`config.mk`:
```
export PLATFORM = sky130hd
export DESIGN_NAME = bcd7_scan_driver
export DESIGN_NICKNAME = d
export VERILOG_FILES = /design/src/rtl/bcd7_scan_driver.sv
export SDC_FILE = /design/constraint.sdc
export NUM_CORES = 1
export LEC_CHECK = 0
export CAP_MARGIN = 5
export CORE_AREA = 3 3 86 96
export CTS_CLUSTER_SIZE = 10
export DETAILED_ROUTE_END_ITERATION = 8
export DIE_AREA = 0 0 89 99
export HOLD_SLACK_MARGIN = 0.06
export PLACE_DENSITY = 0.61
export SLEW_MARGIN = 20
export SYNTH_ARGS = -nofsm -noshare
export SYNTH_HDL_FRONTEND = slang
export SYNTH_SLANG_ARGS = --single-unit
```
`constraint.sdc`:
```
create_clock -name clk -period 6.2 [get_ports clk]
set_clock_uncertainty 0.05 [all_clocks]
set_input_delay 1.24 -clock clk [delete_from_list [all_inputs] [get_ports clk]]
set_output_delay 1.24 -clock clk [all_outputs]
set_load 0.01 [all_outputs]
```
`src/rtl/bcd7_scan_driver.sv`:
```
// Per-digit segment store fed by the BCD7 register, with an autonomous blank/show scan of a 4-digit display.
// Pins are registered (1-cycle latency); no backpressure; raw passthrough mode bypasses the scan for pins only.
module bcd7_scan_driver #(
    parameter int SCAN_DIV       = 100000,
    parameter int BLANK_CYCLES   = 1000,
    parameter bit AN_ACTIVE_LOW  = 1'b1,
    parameter bit SEG_ACTIVE_LOW = 1'b0
) (
    input  logic        clk,
    input  logic        reset,
    input  logic [11:0] bcd7_in,
    input  logic        mode_passthru,
    input  logic        clear,
    output logic [3:0]  an_out,
    output logic [7:0]  seg_out,
    output logic [1:0]  scan_idx,
    output logic        frame_tick
);

    localparam int SHOW_CYCLES = SCAN_DIV - BLANK_CYCLES;
    localparam int CW          = $clog2(SCAN_DIV);
    localparam logic [CW-1:0] BLANK_LAST = CW'(BLANK_CYCLES - 1);
    localparam logic [CW-1:0] SHOW_LAST  = CW'(SHOW_CYCLES - 1);

    typedef enum logic {ST_BLANK, ST_SHOW} state_t;

    state_t          state, state_nxt;
    logic [CW-1:0]   cnt, cnt_nxt;
    logic [1:0]      idx, idx_nxt;
    logic [3:0][7:0] digit;
    logic [3:0]      an_q, an_d;
    logic [7:0]      seg_q, seg_d;
    logic            tick_q, tick_d;

    // Clear wins over capture; capture keeps running in passthrough.
    always_ff @(posedge clk or negedge reset) begin
        if (!reset) begin
            digit <= '0;
        end else if (clear) begin
            digit <= '0;
        end else begin
            for (int k = 0; k < 4; k++) begin
                if (bcd7_in[8+k]) digit[k] <= bcd7_in[7:0];
            end
        end
    end

    always_ff @(posedge clk or negedge reset) begin
        if (!reset) begin
            state  <= ST_BLANK;
            cnt    <= '0;
            idx    <= '0;
            an_q   <= '0;
            seg_q  <= '0;
            tick_q <= 1'b0;
        end else begin
            state  <= state_nxt;
            cnt    <= cnt_nxt;
            idx    <= idx_nxt;
            an_q   <= an_d;
            seg_q  <= seg_d;
            tick_q <= tick_d;
        end
    end

    always_comb begin
        state_nxt = state;
        cnt_nxt   = cnt + CW'(1);
        idx_nxt   = idx;
        tick_d    = 1'b0;
        an_d      = '0;
        seg_d     = '0;
        case (state)
            ST_BLANK: begin
                if (cnt == BLANK_LAST) begin
                    state_nxt = ST_SHOW;
                    cnt_nxt   = '0;
                end
            end
            ST_SHOW: begin
                if (cnt == SHOW_LAST) begin
                    state_nxt = ST_BLANK;
                    cnt_nxt   = '0;
                    idx_nxt   = idx + 2'd1;
                    tick_d    = (idx == 2'd3);
                end
            end
            default: begin
                state_nxt = ST_BLANK;
                cnt_nxt   = '0;
            end
        endcase
        // Pin values are computed for the state being entered so they change on that edge.
        if (mode_passthru) begin
            an_d  = bcd7_in[11:8];
            seg_d = bcd7_in[7:0];
        end else if (state_nxt == ST_SHOW) begin
            an_d  = 4'b0001 << idx_nxt;
            seg_d = digit[idx_nxt];
        end
    end

    assign an_out     = an_q ^ {4{AN_ACTIVE_LOW}};
    assign seg_out    = seg_q ^ {8{SEG_ACTIVE_LOW}};
    assign scan_idx   = idx;
    assign frame_tick = tick_q;

endmodule

```
## Yosys cells after proc, flatten, opt, wreduce, memory -nomap -nowiden

Index checks and enable logic that the tools add are counted.

- $lt $le $gt $ge: 1
- Shift-type cells: 1
- Div/mod/pow operators: 0
- Multiplexer cells: 21
- Add/sub/neg operators: 2
- Multiply operators: 0
- Reductions and logical operators: 4
- Bitwise operators: 2
- Equality and inequality tests: 3

Operator list:

| operator | count |
|---|---|
| two-way mux 8 bit | 7 |
| two-way mux 17 bit | 2 |
| one-hot mux 17 bit (2 select lines) | 1 |
| two-way mux 32 bit | 1 |
| adder 17 x 1 -> 17 bit (second input constant) | 1 |
| == test 17 x 10 -> 1 bit (second input constant) | 1 |
| == test 17 bit (second input constant) | 1 |
| binary-select mux 8 bit (select 2 bit) | 1 |
| two-way mux 4 bit | 2 |
| nonzero test 2 bit | 4 |
| two-way mux 1 bit | 4 |
| two-way mux 2 bit | 2 |
| inverter 4 bit | 1 |
| left shift 1 x 2 -> 4 bit (first input constant) | 1 |
| < comparator 2 x 3 -> 1 bit (second input constant) | 1 |
| adder 2 x 1 -> 2 bit (second input constant) | 1 |
| == test 2 bit (second input constant) | 1 |
| one-hot mux 1 bit (2 select lines) | 1 |
| inverter 1 bit | 1 |

- Latch bits: 0
- Memories: 0
- Bits in read-only memories: 0
- Input bits: 16
- Logic and storage cells: 44
- Flip-flop bits (word level): 65
- Memory bits (writable): 0

## Logic depth before layout (Yosys ltp)

Gate-level depths: netlist of the first run.

- Word-level depth: 7
- Depth in mapped cells: 9

## Least setup slack after synthesis of the first run

No wires, ideal clock.

- Path kind: reg2reg
- Start point: register cnt[11]
- End point: register an_q[2]
- Stages on the path, launching flop included: 8
- Data arrival time: 2,503 ps
- Period minus slack after synthesis: 2,674 ps
- Path slack: 3,526 ps
- Buffers on the path: 1
- Cells stage by stage: dfrtp_1 > or4_4 > or4_4 > or2_1 > buf_6 > mux2_4 > nor2b_4 > a32o_1

- Cells in the longest elaborated chain, start to end: 6

RTL lines:

| item | line | text |
|---|---|---|
| start, declared | 28 | `logic [CW-1:0] cnt, cnt_nxt;` |
| start signal, assigned | 58 | `cnt <= cnt_nxt;` |
| == test 17 bit | 81 | `if (cnt == SHOW_LAST) begin` |
| two-way mux 2 bit | 81 |  |
| two-way mux 2 bit | 73 | `case (state)` |
| named net idx_nxt[1] | 29 | `logic [1:0] idx, idx_nxt;` |
| left shift 1 x 2 -> 4 bit | 98 | `an_d = 4'b0001 << idx_nxt;` |
| two-way mux 4 bit | 97 | `end else if (state_nxt == ST_SHOW) begin` |
| two-way mux 4 bit | 94 | `if (mode_passthru) begin` |
| named net an_d[2] | 31 | `logic [3:0] an_q, an_d;` |
| end signal, assigned | 60 | `an_q <= an_d;` |
| end, declared | 31 |  |

The timed path passes the listed nets, and every way through them passes these cells.
A chain may end at the register's enable or synchronous reset.

## Worst setup path after layout of the first run

- Start point: register idx[0], in the netlist scan_idx[0]
- End point: output scan_idx[0]

RTL lines:

| item | line | text |
|---|---|---|
| start, declared | 29 |  |
| start signal, assigned | 59 | `idx <= idx_nxt;` |
| end, declared | 16 | `output logic [1:0] scan_idx,` |

No word-level cell between the ends.

==> run summary, run 1 <==
Synth Net Count: 315
Wirelength per Cell: 17.00 um
Mapped Cells: 297
Slew @ Worst Pin: 0.9601 ns
die footprint: 0.008811 sq mm
Crit path largest cell delay: 0.97 ns
Post-CTS Setup Inserts: 0
number of global-route vias before repair: 2375
CP startpoint kind: flip-flop
Vias/cell: 5.531
sequential area share after synthesis: 49.69%
PD cells: 243.8 mW/mm^2
core area: 0.007391 sq mm
Hold Buf Count CTS: 0
path type of the worst setup path: reg -> out
Yosys reg bits: 65
Hold Path Class: reg -> reg
Max H-tree Level: 3
RSZ-0062 raised after global routing: no
leakage power: 1.762 nW
Antenna Cells: 0
CP endpoint kind: output port
Sinks on Clock Net: 65
# rows: 33
total gr overflow: 0
DRT Pass-1 Iters: 6
Post-Place Worst Slack: 3.051 ns
fmax: 302.9 MHz
Overall Global Routing Usage: 17.67%
Routed Antenna Nets: 0
fin crit period: 3.301 ns
asr flop ratio synth: 100.0%
synth unique cells: 34
Fillers: 664
TritonCTS clock tree: built
I/O Buffers: 30
crit path buf inv count: 1
clock root buffer: clkbuf_8
Max IR drop VDD: 117.3 uV
final worst slack: 2.899 ns
yosys warns: 0
Clk pin slew, worst setup/hold paths: 0.07 ns
Die Y: 99 um
Layout area overhead: 17.43%
max cap viols: 0
worst-case headroom to the max-slew limit: 35.99%
final period utilization: 53.24%
Hold Fails Final Rpt: 0
post-DP HPWL: 4691 um
most common cell after layout, fill and taps aside: dfrtp_1
Total Neg Setup Slack: 0 ns
CTS resizes: 0
cts bufs inserted: 9
Iter 0 DRT Violations: 161
fin nets: 342
Primary FF master, synth: dfrtp_1
total wire length: 7072 um
Die Width: 89 um
largest net degree at the start of global routing: 66
GPL Wtd Cong: 0.8030
# DRC: 0
Slowest cell on crit path: dfrtp_1
worst path arrival time: 2.01 ns
Initial Utilization: 44.29%
CTS max path bufs: 2
initial antenna violation count: 0
delay-heaviest family, CP: flip-flops
Avg Cell Area, Syn: 11.02 sq um
Vias: 2301
Crit path required time: 4.91 ns
synthesized area: 0.003273 sq mm
Final setup viols: 0
Post-synth EDFFs: 0
Boundary Pins: 31
CP Max Fanout: 25
clock latency on the worst-skew pair: 0.35 ns
status: finished, final reports clean
worst path cell trace: clkdlybuf4s50_1
share of layout cells above drive strength 1: 11.55%
first-pass GRT wire length: 11840 um
commonest non-fill, non-tap cells in the layout: 65 x dfrtp_1, 50 x nor2_1, 32 x mux2i_1
max-slew violations: 0
[kinds of logic after synthesis]
logic type / synth area share, %
simple gates: 17.35
flops: 49.69
mux: 18.85
compound gates: 6.040
buf+inv: 3.019
xor+xnor: 4.282
fa+ha+maj: 0.7644
[worst register-to-register path: stages (launching register included)]
cell and delay [ns]:
dfrtp_1 0.42, or4_4 0.56, or4_4 0.55, or2_1 0.50
xor2_1 0.34, inv_1 0.12, o41ai_1 0.38
[report_power, final]
group	internal, mW	total, mW	leakage, nW	switching [mW]
Sequential	0.440	0.450	0.858	0.0105
Combinational	0.0375	0.0767	0.788	0.0392
Clock	0.247	0.410	0.115	0.163
Total	0.724	0.937	1.76	0.213
[layout make-up]
type | count | area, sq um | share of cell area, %
timing repair buffer | 31 | 297.8 | 7.747
multi-input combinational | 208 | 1548 | 40.27
sequential | 65 | 1627 | 42.32
clock buffer | 11 | 151.4 | 3.939
tap | 87 | 108.9 | 2.832
clock inverter | 5 | 77.57 | 2.018
inverter | 9 | 33.78 | 0.8789
[worst paths after layout]
path	from	end	slack, ns	cells after the start
worst max-delay path	scan_idx[0]	scan_idx[0]	2.90	1
worst min-delay path	cnt[0]	cnt[0]	0.44	1
worst max register to register	cnt[11]	an_q[0]	3.17	6
worst min register to register	cnt[0]	cnt[0]	0.44	1
max in group asynchronous	reset	digit[22]	4.53	2
min in group asynchronous	reset	cnt[10]	1.03	2
[metrics by stage]
step / cell area (sq um) / utilization, % / std cells / hold WS (ns) / power, mW
after floorplan: 3273 / - / 297 / 0.4046 / 0.4956
after CTS: 3844 / 52.01 / 416 / 0.4438 / 0.9482
after global routing: 3844 / 52.01 / 416 / 0.4552 / 0.9770
final: 3844 / 52.01 / 416 / 0.4419 / 0.9371
after detailed placement: 3615 / 48.91 / 400 / 0.4323 / 0.5363
after global placement: 3620 / 48.98 / 400 / 0.4255 / 0.5353
[sequential cells by signal, indices dropped and copies added, names as in the netlist]
| name | flops |
|---|---|
| state | 1 |
| digit | 32 |
| scan_idx | 2 |
| frame_tick | 1 |
| seg_out | 8 |
| an_q | 4 |
| cnt | 17 |
[Yosys cell counts, drive strengths merged, types with 3 or more instances]
cell type  number  share of area [%]
a21oi           3               0.46
inv             9                1.0
a21o            3               0.69
and3            8                1.5
mux2            6                2.2
mux4           10                6.9
mux2i          32                9.8
a211oi          6                1.4
nor2           50                5.7
clkbuf         12                1.4
nand3          18                2.8
buf             3               0.61
xnor2           7                1.9
nand2          19                2.2
xor2            9                2.4
nor2b           5                1.2
dfrtp          65                 50
nand4           6                1.1
a22o            8                2.1
[per-layer routing]
layer | wire, um | global-route usage [%]
met2 | 3624 | 29.60
met4 | 127 | 7.789
met3 | 238 | 3.010
met1 | 3082 | 22.08
met5 | 0 | 0
No activity file was read; power rests on OpenSTA's default activity.
==> run 2, diff against run 1 <==
- PLACE_DENSITY: 0.61 -> 0.63
- clock period: 6.2 -> 3 ns (I/O delays scaled with it)
==> run summary, run 2 (synthesized netlist as in run 1, its figures left out) <==
PD cells: 453.3 mW/mm^2 (was 243.8 mW/mm^2)
Gate power share: 9.3% (was 8.2%)
Antenna Cells: 0 (unchanged)
max-slew violations: 0 (unchanged)
Hold Worst Slack: 0.2863 ns (was 0.4419 ns)
worst-case headroom to the max-slew limit: 49.90% (was 35.99%)
Clk pin slew, worst setup/hold paths: 0.06 ns (was 0.07 ns)
reg-to-reg endpoint: an_q[0] (unchanged)
first-pass GRT wire length: 12050 um (was 11840 um)
Total Neg Setup Slack: 0 ns (unchanged)
cts bufs inserted: 9 (unchanged)
R2R Path Start: cnt[11] (unchanged)
commonest non-fill, non-tap cells in the layout: 65 x dfrtp_1, 50 x nor2_1, 32 x mux2i_1 (unchanged)
power after layout: 1.747 mW (was 0.9371 mW)
crit path buf inv count: 1 (unchanged)
Slew @ Worst Pin: 0.7515 ns (was 0.9601 ns)
fin util: 52.14% (was 52.01%)
die footprint: 0.008811 sq mm (unchanged)
share of layout cells above drive strength 1: 12.01% (was 11.55%)
register share of total power: 53.3% (was 48.0%)
Max H-tree Level: 3 (unchanged)
Post-CTS Setup Inserts: 0 (unchanged)
Crit path required time: 3.16 ns (was 4.91 ns)
Slowest cell on crit path: or4_4 (was dfrtp_1)
Vias/cell: 5.519 (was 5.531)
R2R Setup Slk: 0.19 ns (was 3.17 ns)
Overall Global Routing Usage: 17.77% (was 17.67%)
post-DP HPWL: 4768 um (was 4691 um)
Sw Pwr: 0.4015 mW (was 0.2132 mW)
Final setup viols: 0 (unchanged)
Sinks on Clock Net: 65 (unchanged)
Hold Path Class: in -> async (was reg -> reg)
Wirelength per Cell: 16.80 um (was 17.00 um)
initial antenna violation count: 0 (unchanged)
final period utilization: 93.55%
fmax: 356.3 MHz
worst path cell trace: or4_4 -> or4_4 -> or2_1 -> xor2_1 -> inv_1 -> o41ai_1 (was clkdlybuf4s50_1)
most frequent CP cell: or4_4
Hold Fails Final Rpt: 0 (unchanged)
DRT Pass-1 Iters: 5 (was 6)
Initial Utilization: 44.29% (unchanged)
Max IR drop VDD: 248.7 uV (was 117.3 uV)
reg2reg path depth: 6 (unchanged)
total gr overflow: 0 (unchanged)
Clk pwr share: 37.4% (was 43.8%)
TritonCTS clock tree: built (unchanged)
largest net degree at the start of global routing: 37 (was 66)
total wire length: 7055 um (was 7072 um)
CP endpoint kind: flip-flop (was output port)
status: finished, final reports clean (unchanged)
Iter 0 DRT Violations: 142 (was 161)
final std cells w/o fill: 420 (was 416)
worst path arrival time: 2.97 ns (was 2.01 ns)
Die Y: 99 um (unchanged)
Sw Ratio: 22.98% (was 22.75%)
# rows: 33 (unchanged)
Boundary Pins: 31 (unchanged)
fin nets: 349 (was 342)
max reg flops: 32 (unchanged)
core area: 0.007391 sq mm (unchanged)
most common cell after layout, fill and taps aside: dfrtp_1 (unchanged)
CP startpoint kind: flip-flop (unchanged)
delay-heaviest family, CP: simple AND/OR/NAND/NOR gates (was flip-flops)
# DRC: 0 (unchanged)
GPL Wtd Cong: 0.7408 (was 0.8030)
number of global-route vias before repair: 2438 (was 2375)
most flop-heavy register: digit (unchanged)
Layout area overhead: 17.74% (was 17.43%)
dpl cells: 407 (was 400)
clock root buffer: clkbuf_8 (unchanged)
CP Max Fanout: 7 (was 25)
Routed Antenna Nets: 0 (unchanged)
fin crit period: 2.806 ns
final worst slack: 0.1936 ns (was 2.899 ns)
CTS resizes: 0 (unchanged)
Hold Buf Count CTS: 0 (unchanged)
Vias: 2318 (was 2301)
internal power: 1.345 mW (was 0.7239 mW)
Die Width: 89 um (unchanged)
Post-DP Area: 0.003685 sq mm (was 0.003615 sq mm)
I/O Buffers: 30 (unchanged)
Design Area, Final: 0.003854 sq mm (was 0.003844 sq mm)
path type of the worst setup path: reg -> reg (was reg -> out)
CTS max path bufs: 2 (unchanged)
leakage power: 1.774 nW (was 1.762 nW)
RSZ-0062 raised after global routing: no (unchanged)
max cap viols: 0 (unchanged)
clock latency on the worst-skew pair: 0.33 ns (was 0.35 ns)
Crit path largest cell delay: 0.56 ns (was 0.97 ns)
Post-Place Worst Slack: 0.2064 ns (was 3.051 ns)
## run 2: cell type report
cell class	count	area [sq um]
sequential	65	1627
clock buffer	13	168.9
inverter	9	33.78
fill	664	3537
tap	87	108.9
multi-input combinational	208	1548
timing repair buffer	38	367.9
## run 2: worst max-delay path by stage
stage                       start          to  slack (ns)  cells past startpoint
after global placement    cnt[11]  seg_out[0]        0.25                      7
final                     cnt[11]     an_q[0]        0.19                      6
after floorplan           cnt[11]     an_q[2]        0.33                      7
after detailed placement  cnt[11]  seg_out[0]        0.21                      7
after CTS                 cnt[11]     an_q[0]        0.19                      6
after global routing      cnt[11]  seg_out[0]        0.03                      7
## run 2: power by group through the flow
stage	combinational, mW	clock, mW	sequential (mW)
after floorplan	0.0816	0	0.943
after global placement	0.163	0	0.947
after detailed placement	0.165	0	0.947
after CTS	0.166	0.674	0.931
after global routing	0.180	0.722	0.935
final	0.162	0.653	0.931
## run 2: per-layer routing
layer  wire length (um)  track usage [%]  up-vias  share of wire, %
met4                128            7.102        0               1.8
met2               3550            28.80       42                50
met5                  0                0        -                 0
li1                   -                -     1118                 -
met1               3164            23.19     1146                45
met3                211            3.512       12               3.0
